===== config.mk =====
export PLATFORM = sky130hd
export DESIGN_NAME = axi_copy_dma_flat
export DESIGN_NICKNAME = d
export VERILOG_FILES = /design/src/rtl/axi_copy_dma_if.sv /design/src/rtl/axi_copy_dma.sv /design/src/flat_wrapper.sv
export SDC_FILE = /design/constraint.sdc
export NUM_CORES = 1
export LEC_CHECK = 0
export ABC_CLOCK_PERIOD_IN_PS = 9100
export BUFFER_PORTS_ARGS = -buffer_cell sky130_fd_sc_hd__buf_2
export CAP_MARGIN = 30
export CORE_ASPECT_RATIO = 0.5
export CORE_UTILIZATION = 33
export CTS_CLUSTER_DIAMETER = 200
export DETAILED_ROUTE_END_ITERATION = 10
export PLACE_DENSITY = 0.58
export SYNTH_ARGS = -nofsm -noshare
export SYNTH_HDL_FRONTEND = slang
export SYNTH_SLANG_ARGS = --single-unit
export TNS_END_PERCENT = 50

===== constraint.sdc =====
create_clock -name clk -period 9.1 [get_ports clk]
set_clock_uncertainty 0.15 [all_clocks]
set_input_delay 0.91 -clock clk [delete_from_list [all_inputs] [get_ports clk]]
set_output_delay 0.91 -clock clk [all_outputs]
set_load 0.01 [all_outputs]

===== src/rtl/axi_copy_dma_if.sv =====
// AXI4 bus bundle between the copy DMA (master) and a memory slave.
// Address/data/id widths are parameters; the DMA assumes 32-bit address and data.
interface axi_ifc #(
  parameter int AW  = 32,
  parameter int DW  = 32,
  parameter int IDW = 4
);
  logic [IDW-1:0]  arid;
  logic [AW-1:0]   araddr;
  logic [7:0]      arlen;
  logic [2:0]      arsize;
  logic [1:0]      arburst;
  logic            arlock;
  logic [3:0]      arcache;
  logic [2:0]      arprot;
  logic            arvalid, arready;
  logic [IDW-1:0]  rid;
  logic [DW-1:0]   rdata;
  logic [1:0]      rresp;
  logic            rlast, rvalid, rready;
  logic [IDW-1:0]  awid;
  logic [AW-1:0]   awaddr;
  logic [7:0]      awlen;
  logic [2:0]      awsize;
  logic [1:0]      awburst;
  logic            awlock;
  logic [3:0]      awcache;
  logic [2:0]      awprot;
  logic            awvalid, awready;
  logic [DW-1:0]   wdata;
  logic [DW/8-1:0] wstrb;
  logic            wlast, wvalid, wready;
  logic [IDW-1:0]  bid;
  logic [1:0]      bresp;
  logic            bvalid, bready;

  modport master (
    output arid, araddr, arlen, arsize, arburst, arlock, arcache, arprot, arvalid,
    input  arready,
    input  rid, rdata, rresp, rlast, rvalid,
    output rready,
    output awid, awaddr, awlen, awsize, awburst, awlock, awcache, awprot, awvalid,
    input  awready,
    output wdata, wstrb, wlast, wvalid,
    input  wready,
    input  bid, bresp, bvalid,
    output bready
  );

  modport slave (
    input  arid, araddr, arlen, arsize, arburst, arlock, arcache, arprot, arvalid,
    output arready,
    output rid, rdata, rresp, rlast, rvalid,
    input  rready,
    input  awid, awaddr, awlen, awsize, awburst, awlock, awcache, awprot, awvalid,
    output awready,
    input  wdata, wstrb, wlast, wvalid,
    output wready,
    output bid, bresp, bvalid,
    input  bready
  );
endinterface


===== src/rtl/axi_copy_dma.sv =====
// Single-channel AXI copy engine: INCR read burst into a local buffer, then an
// INCR write burst out of it, repeated until the word count is used up.
module axi_copy_dma #(
  parameter int BURST_MAX = 16,
  parameter int ID        = 0
) (
  input  logic        clk,
  input  logic        rst_n,
  input  logic        start,
  input  logic [31:0] src_addr,
  input  logic [31:0] dst_addr,
  input  logic [15:0] word_count,
  output logic        busy,
  output logic        done,
  output logic        err,
  axi_ifc.master      m
);
  localparam int IW = (BURST_MAX > 1) ? $clog2(BURST_MAX) : 1;

  typedef enum logic [2:0] {IDLE, RADDR, RDATA, WADDR, WDATA, WRESP} state_t;
  state_t state, state_nxt;

  logic [31:0] src, dst, src_n, dst_n, id_w;
  logic [15:0] remaining, rem_n;
  logic [8:0]  len, len_c, beat, idx, idx_inc;
  logic [16:0] lim, wl_src, wl_dst;
  logic [31:0] bmem [2**IW];
  logic        ar_hs, r_hs, aw_hs, w_hs, b_hs, unused_ok;

  assign ar_hs   = m.arvalid & m.arready;
  assign r_hs    = m.rvalid  & m.rready;
  assign aw_hs   = m.awvalid & m.awready;
  assign w_hs    = m.wvalid  & m.wready;
  assign b_hs    = m.bvalid  & m.bready;
  assign idx_inc = idx + 9'd1;
  assign id_w    = ID;

  assign m.arid    = id_w[$bits(m.arid)-1:0];
  assign m.araddr  = src;
  assign m.arlen   = 8'(len - 9'd1);
  assign m.arsize  = 3'd2;
  assign m.arburst = 2'b01;
  assign m.arlock  = 1'b0;
  assign m.arcache = 4'd0;
  assign m.arprot  = 3'd0;
  assign m.awid    = id_w[$bits(m.awid)-1:0];
  assign m.awaddr  = dst;
  assign m.awlen   = 8'(len - 9'd1);
  assign m.awsize  = 3'd2;
  assign m.awburst = 2'b01;
  assign m.awlock  = 1'b0;
  assign m.awcache = 4'd0;
  assign m.awprot  = 3'd0;
  assign m.wstrb   = '1;
  assign unused_ok = ^{src_addr[1:0], dst_addr[1:0], m.rid, m.bid, lim[16:9], id_w};

  // Next-burst pointers: fresh from the ports in IDLE, advanced by len after a burst.
  always_comb begin
    src_n  = (state == IDLE) ? {src_addr[31:2], 2'b00} : src + {21'd0, len, 2'b00};
    dst_n  = (state == IDLE) ? {dst_addr[31:2], 2'b00} : dst + {21'd0, len, 2'b00};
    rem_n  = (state == IDLE) ? word_count : remaining - {7'd0, len};
    wl_src = 17'd1024 - {7'd0, src_n[11:2]};
    wl_dst = 17'd1024 - {7'd0, dst_n[11:2]};
    lim    = {1'b0, rem_n};
    if (17'(BURST_MAX) < lim) lim = 17'(BURST_MAX);
    if (wl_src < lim) lim = wl_src;
    if (wl_dst < lim) lim = wl_dst;
    len_c  = lim[8:0];
  end

  always_comb begin
    state_nxt = state;
    case (state)
      IDLE:    if (start && word_count != 16'd0) state_nxt = RADDR;
      RADDR:   if (ar_hs) state_nxt = RDATA;
      RDATA:   if (r_hs && m.rlast) state_nxt = WADDR;
      WADDR:   if (aw_hs) state_nxt = WDATA;
      WDATA:   if (w_hs && m.wlast) state_nxt = WRESP;
      WRESP:   if (b_hs) state_nxt = (remaining == {7'd0, len}) ? IDLE : RADDR;
      default: state_nxt = IDLE;
    endcase
  end

  always_ff @(posedge clk or negedge rst_n)
    if (!rst_n) state <= IDLE;
    else        state <= state_nxt;

  always_ff @(posedge clk or negedge rst_n) begin
    if (!rst_n) begin
      src <= '0; dst <= '0; remaining <= '0; len <= '0; beat <= '0; idx <= '0;
      busy <= 1'b0; done <= 1'b0; err <= 1'b0;
      m.arvalid <= 1'b0; m.rready <= 1'b0; m.awvalid <= 1'b0; m.bready <= 1'b0;
      m.wvalid <= 1'b0; m.wlast <= 1'b0; m.wdata <= '0;
    end else begin
      done      <= 1'b0;
      m.arvalid <= (state_nxt == RADDR);
      m.rready  <= (state_nxt == RDATA);
      m.awvalid <= (state_nxt == WADDR);
      m.bready  <= (state_nxt == WRESP);
      if ((state == IDLE && start) || b_hs) begin
        src <= src_n; dst <= dst_n; remaining <= rem_n;
      end
      if (state_nxt == RADDR && state != RADDR) len <= len_c;
      if (state == IDLE && start) begin
        err  <= 1'b0;
        busy <= (word_count != 16'd0);
        done <= (word_count == 16'd0);
      end
      if (b_hs && state_nxt == IDLE) begin
        busy <= 1'b0;
        done <= 1'b1;
      end
      if (ar_hs) beat <= '0;
      if (r_hs) begin
        if (m.rresp != 2'b00 || (m.rlast && beat != len - 9'd1)) err <= 1'b1;
        if (beat != '1) beat <= beat + 9'd1;
      end
      if (b_hs && m.bresp != 2'b00) err <= 1'b1;
      // Write beat pipeline: wdata is preloaded from the buffer one handshake ahead.
      if (aw_hs) begin
        m.wvalid <= 1'b1;
        m.wlast  <= (len == 9'd1);
        m.wdata  <= bmem[0];
        idx      <= '0;
      end else if (w_hs) begin
        if (m.wlast) begin
          m.wvalid <= 1'b0;
          m.wlast  <= 1'b0;
        end else begin
          idx     <= idx_inc;
          m.wdata <= bmem[idx_inc[IW-1:0]];
          m.wlast <= (idx_inc == len - 9'd1);
        end
      end
    end
  end

  always_ff @(posedge clk)
    if (r_hs && beat < 9'(BURST_MAX)) bmem[beat[IW-1:0]] <= m.rdata;

endmodule


===== src/flat_wrapper.sv =====
// flat-port wrapper written by rule: the top's interface ports become plain ports
module axi_copy_dma_flat 
#(
  parameter int BURST_MAX = 16,
  parameter int ID        = 0
)
  (clk, rst_n, start, src_addr, dst_addr, word_count, busy, done, err, m_arid, m_araddr, m_arlen, m_arsize, m_arburst, m_arlock, m_arcache, m_arprot, m_arvalid, m_arready, m_rid, m_rdata, m_rresp, m_rlast, m_rvalid, m_rready, m_awid, m_awaddr, m_awlen, m_awsize, m_awburst, m_awlock, m_awcache, m_awprot, m_awvalid, m_awready, m_wdata, m_wstrb, m_wlast, m_wvalid, m_wready, m_bid, m_bresp, m_bvalid, m_bready);
  axi_ifc m_i ();
  input  logic clk;
  input  logic rst_n;
  input  logic start;
  input  logic [31:0] src_addr;
  input  logic [31:0] dst_addr;
  input  logic [15:0] word_count;
  output logic busy;
  output logic done;
  output logic err;
  output wire logic [$bits(m_i.arid)-1:0] m_arid;
  output wire logic [$bits(m_i.araddr)-1:0] m_araddr;
  output wire logic [$bits(m_i.arlen)-1:0] m_arlen;
  output wire logic [$bits(m_i.arsize)-1:0] m_arsize;
  output wire logic [$bits(m_i.arburst)-1:0] m_arburst;
  output wire logic [$bits(m_i.arlock)-1:0] m_arlock;
  output wire logic [$bits(m_i.arcache)-1:0] m_arcache;
  output wire logic [$bits(m_i.arprot)-1:0] m_arprot;
  output wire logic [$bits(m_i.arvalid)-1:0] m_arvalid;
  input wire logic [$bits(m_i.arready)-1:0] m_arready;
  input wire logic [$bits(m_i.rid)-1:0] m_rid;
  input wire logic [$bits(m_i.rdata)-1:0] m_rdata;
  input wire logic [$bits(m_i.rresp)-1:0] m_rresp;
  input wire logic [$bits(m_i.rlast)-1:0] m_rlast;
  input wire logic [$bits(m_i.rvalid)-1:0] m_rvalid;
  output wire logic [$bits(m_i.rready)-1:0] m_rready;
  output wire logic [$bits(m_i.awid)-1:0] m_awid;
  output wire logic [$bits(m_i.awaddr)-1:0] m_awaddr;
  output wire logic [$bits(m_i.awlen)-1:0] m_awlen;
  output wire logic [$bits(m_i.awsize)-1:0] m_awsize;
  output wire logic [$bits(m_i.awburst)-1:0] m_awburst;
  output wire logic [$bits(m_i.awlock)-1:0] m_awlock;
  output wire logic [$bits(m_i.awcache)-1:0] m_awcache;
  output wire logic [$bits(m_i.awprot)-1:0] m_awprot;
  output wire logic [$bits(m_i.awvalid)-1:0] m_awvalid;
  input wire logic [$bits(m_i.awready)-1:0] m_awready;
  output wire logic [$bits(m_i.wdata)-1:0] m_wdata;
  output wire logic [$bits(m_i.wstrb)-1:0] m_wstrb;
  output wire logic [$bits(m_i.wlast)-1:0] m_wlast;
  output wire logic [$bits(m_i.wvalid)-1:0] m_wvalid;
  input wire logic [$bits(m_i.wready)-1:0] m_wready;
  input wire logic [$bits(m_i.bid)-1:0] m_bid;
  input wire logic [$bits(m_i.bresp)-1:0] m_bresp;
  input wire logic [$bits(m_i.bvalid)-1:0] m_bvalid;
  output wire logic [$bits(m_i.bready)-1:0] m_bready;
  assign m_arid = m_i.arid;
  assign m_araddr = m_i.araddr;
  assign m_arlen = m_i.arlen;
  assign m_arsize = m_i.arsize;
  assign m_arburst = m_i.arburst;
  assign m_arlock = m_i.arlock;
  assign m_arcache = m_i.arcache;
  assign m_arprot = m_i.arprot;
  assign m_arvalid = m_i.arvalid;
  assign m_i.arready = m_arready;
  assign m_i.rid = m_rid;
  assign m_i.rdata = m_rdata;
  assign m_i.rresp = m_rresp;
  assign m_i.rlast = m_rlast;
  assign m_i.rvalid = m_rvalid;
  assign m_rready = m_i.rready;
  assign m_awid = m_i.awid;
  assign m_awaddr = m_i.awaddr;
  assign m_awlen = m_i.awlen;
  assign m_awsize = m_i.awsize;
  assign m_awburst = m_i.awburst;
  assign m_awlock = m_i.awlock;
  assign m_awcache = m_i.awcache;
  assign m_awprot = m_i.awprot;
  assign m_awvalid = m_i.awvalid;
  assign m_i.awready = m_awready;
  assign m_wdata = m_i.wdata;
  assign m_wstrb = m_i.wstrb;
  assign m_wlast = m_i.wlast;
  assign m_wvalid = m_i.wvalid;
  assign m_i.wready = m_wready;
  assign m_i.bid = m_bid;
  assign m_i.bresp = m_bresp;
  assign m_i.bvalid = m_bvalid;
  assign m_bready = m_i.bready;
  axi_copy_dma #(.BURST_MAX(BURST_MAX), .ID(ID)) u_core (.clk(clk), .rst_n(rst_n), .start(start), .src_addr(src_addr), .dst_addr(dst_addr), .word_count(word_count), .busy(busy), .done(done), .err(err), .m(m_i));
endmodule

==> impl_metrics.toml <==
[detailed_routing]
firstDrtPassIters = 6
via_per_inst = 5.16
wl_per_cell_um = 22.0
drc = 0
drt_iter0_markers = 1605
drtAntennaViolNets = 0
wl_um = 76900
routed-via-count = 18067

[logic_synthesis]
ys_ff_latch = 659
synth.top_cell.area_share = 0.515
yosys_warnings = 0
avgSynthCellArea_um2 = 14.8
synth_edf_count = 512
ys_async_sr_fraction = 0.223
synth-seq-area-share = 0.638
netlist_area_um2 = 29900
yosys.area.top_type = "edfxtp_1"
netlist_top_cells_area = "edfxtp_1, dfrtp_1, mux4_2, ha_1, nand2_1"
synthFlopType = "edfxtp_1"
ys_types = 80
synth_cells = 2020

[clocking]
clock_latency_ns = 0.60
cts_made_buffers = 67
clock_path_buffers = 3
htreeDepth = 3
cts_tree = "done"
cts-root-buf = "clkbuf_16"
cts_setup_buffers = 0
cts.sinks = 659
clkSlewWorstSetupHoldPaths_ns = 0.06

[sta]
max_freq_mhz = 119
min_period_over_period = 0.921
grt_setup_unrepaired = "false"
tns_ns = 0
hold_violations = 0
relSlewSlack = 0.292
hold_ws_ns = 0.147
setup_violations = 0
min_period_ns = 8.38
slew_violations = 0
worst_pin_slew_ns = 1.06

[critical_path]
required_ns = 9.47
worst-setup-path-type = "reg2reg"
rr_worst_depth = 31
cp_slowest_stage_delay_ns = 0.55
reg2reg_from = "u_core.len[1]"
slowest_stage = "dfrtp_1"
crit_fanout = 10
r2r_slack_ns = 0.72
crit-reg2reg-capture = "u_core.len[4]"
crit_family = "compound AO/OA/AOI/OAI gates"
crit_buf_inv = 3
setup.worst_path.start_class = "register"
arrival_ns = 8.75
cp-end-kind = "register"

[die]
core.rowCount = 77
die_h_um = 215
die_area_um2 = 91800
die_x_um = 427
initial_core_util = 0.336
io_pins = 292
core_um2 = 89000

[place]
hpwl_um = 45600
gp_congestion = 0.874
port_buffers = 237

[grt]
grt_pass1_wl_um = 114000
grt_pass1_vias = 17913
globalRouteTotalUtil = 0.166
antenna_found_initial = 7
grt_max_degree = 66
overflow = 0

[final_layout]
layout-drive-gt1-share = 0.247
fillers = 8294
area_growth_pct = 15.9
seq_area_um2 = 19100
multi_input_area_um2 = 10300
diodes = 0
fin_util = 0.389
nets = 2459

[power]
p_leak_nw = 12.3
irDropWorstVdd_uv = 189
power_density_nw_per_um2 = 352

[status]
status = "finished, final reports clean"

[min_path]
worstHoldPathType = "in2async"

[flow_run]
maxCapViolCount = 0
## worst reg2reg max path: cells and delay by family (launching register included)
| kind | cells | cell delay (ns) |
|---|---|---|
| AND/OR/NAND/NOR | 8 | 1.88 |
| adder cells (fa/ha/maj) | 3 | 1.12 |
| flip-flops | 1 | 0.55 |
| AO/OA/AOI/OAI | 17 | 4.20 |
| buffers and inverters | 3 | 0.40 |
## layer usage
layer / part of all wire / vias up / track usage / wire [µm]
met5: 0.00057 / - / 0 / 44
met2: 0.49 / 458 / 0.275 / 37800
met1: 0.44 / 9270 / 0.225 / 33700
met4: 0.017 / 8 / 0.0377 / 1280
li1: - / 8227 / - / -
met3: 0.052 / 104 / 0.0322 / 4030
## where the power goes
group / leakage, nW / internal (mW) / switching (mW)
clock network: 1.02 / 1.52 / 1.16
logic: 4.91 / 2.42 / 3.12
registers: 6.37 / 3.58 / 0.386
## state kept, by name (all words and copies together), names as in the netlist, 3 cells and up
signal	cells
u_core.m.wdata	32
u_core.state	3
u_core.m.araddr	30
u_core.remaining	16
u_core.bmem	512
u_core.idx	9
u_core.m.awaddr	30
u_core.len	9
u_core.beat	9
## final cells by class
type	instances	share of cell area
Sequential cell	659	0.551
Multi-Input combinational cell	1213	0.296
Clock buffer	99	0.0539
Timing Repair Buffer	276	0.0446
Tap cell	1185	0.0428
Clock inverter	20	0.00636
Inverter	49	0.00531
## stage by stage
stage	worst slack, ns	instance area [µm²]	power (mW)	std cells
floorplan	1.92	30000	7.97	2066
global placement	0.728	32400	9.48	3379
detailed placement	0.656	32500	9.57	3381
CTS	0.604	34600	12.3	3500
global route	0.0964	34600	13.0	3501
finish	0.720	34600	12.2	3501
## placed cells by master, fill, tap and decap left out, types with 56 or more instances in the layout
| master | count |
|---|---|
| a21oi_1 | 97 |
| o21ai_0 | 112 |
| edfxtp_1 | 512 |
| dfrtp_1 | 146 |
| nand2_1 | 165 |
| nor2_1 | 112 |
| mux4_2 | 160 |
| clkbuf_16 | 67 |
| buf_2 | 236 |
| ha_1 | 56 |
## worst max-delay path by stage
stage	start	endpoint	slack (ns)	depth (start not counted)
4_1_cts	u_core.len[1]	u_core.len[4]	0.60	31
2_1_floorplan	u_core.len[1]	u_core.len[4]	1.92	32
3_5_place_dp	u_core.len[1]	u_core.len[4]	0.66	31
5_1_grt	u_core.len[1]	u_core.len[4]	0.1	31
3_3_place_gp	u_core.len[1]	u_core.len[4]	0.73	31
6_report	u_core.len[1]	u_core.len[4]	0.72	31
## timing repair
action                                  in CTS  in global routing
resized for setup                            0                  2
hold buffers                                 0                  0
endpoints found under the setup margin       0                  7
## logic make-up after synthesis
group	Yosys count	synth area share
DFF	659	0.638
xor gates and xnor gates	69	0.0202
muxes	204	0.135
adders and majority gates	60	0.0259
other	2	0.000251
and+or+nand+nor	477	0.0744
buffers and inverters	194	0.0313
AOI/OAI and AO/OA	355	0.0746
## cells in the mapped netlist (7+ instances only)
cell type / instances
a211oi_1: 22
a21o_1: 12
a21oi_1: 98
and2_1: 10
and3_1: 16
buf_1: 16
buf_2: 7
buf_4: 51
clkbuf_1: 70
dfrtp_1: 147
edfxtp_1: 512
ha_1: 57
inv_1: 48
mux2i_1: 44
mux4_2: 160
nand2_1: 166
nand2b_1: 13
nand3_1: 48
nand4_1: 12
nor2_1: 125
nor2b_1: 11
nor3_1: 28
nor4_1: 12
o21a_1: 7
o21ai_0: 113
o22ai_1: 22
xnor2_1: 36
xor2_1: 33
Note: power is estimated with default switching activity, not from simulation.
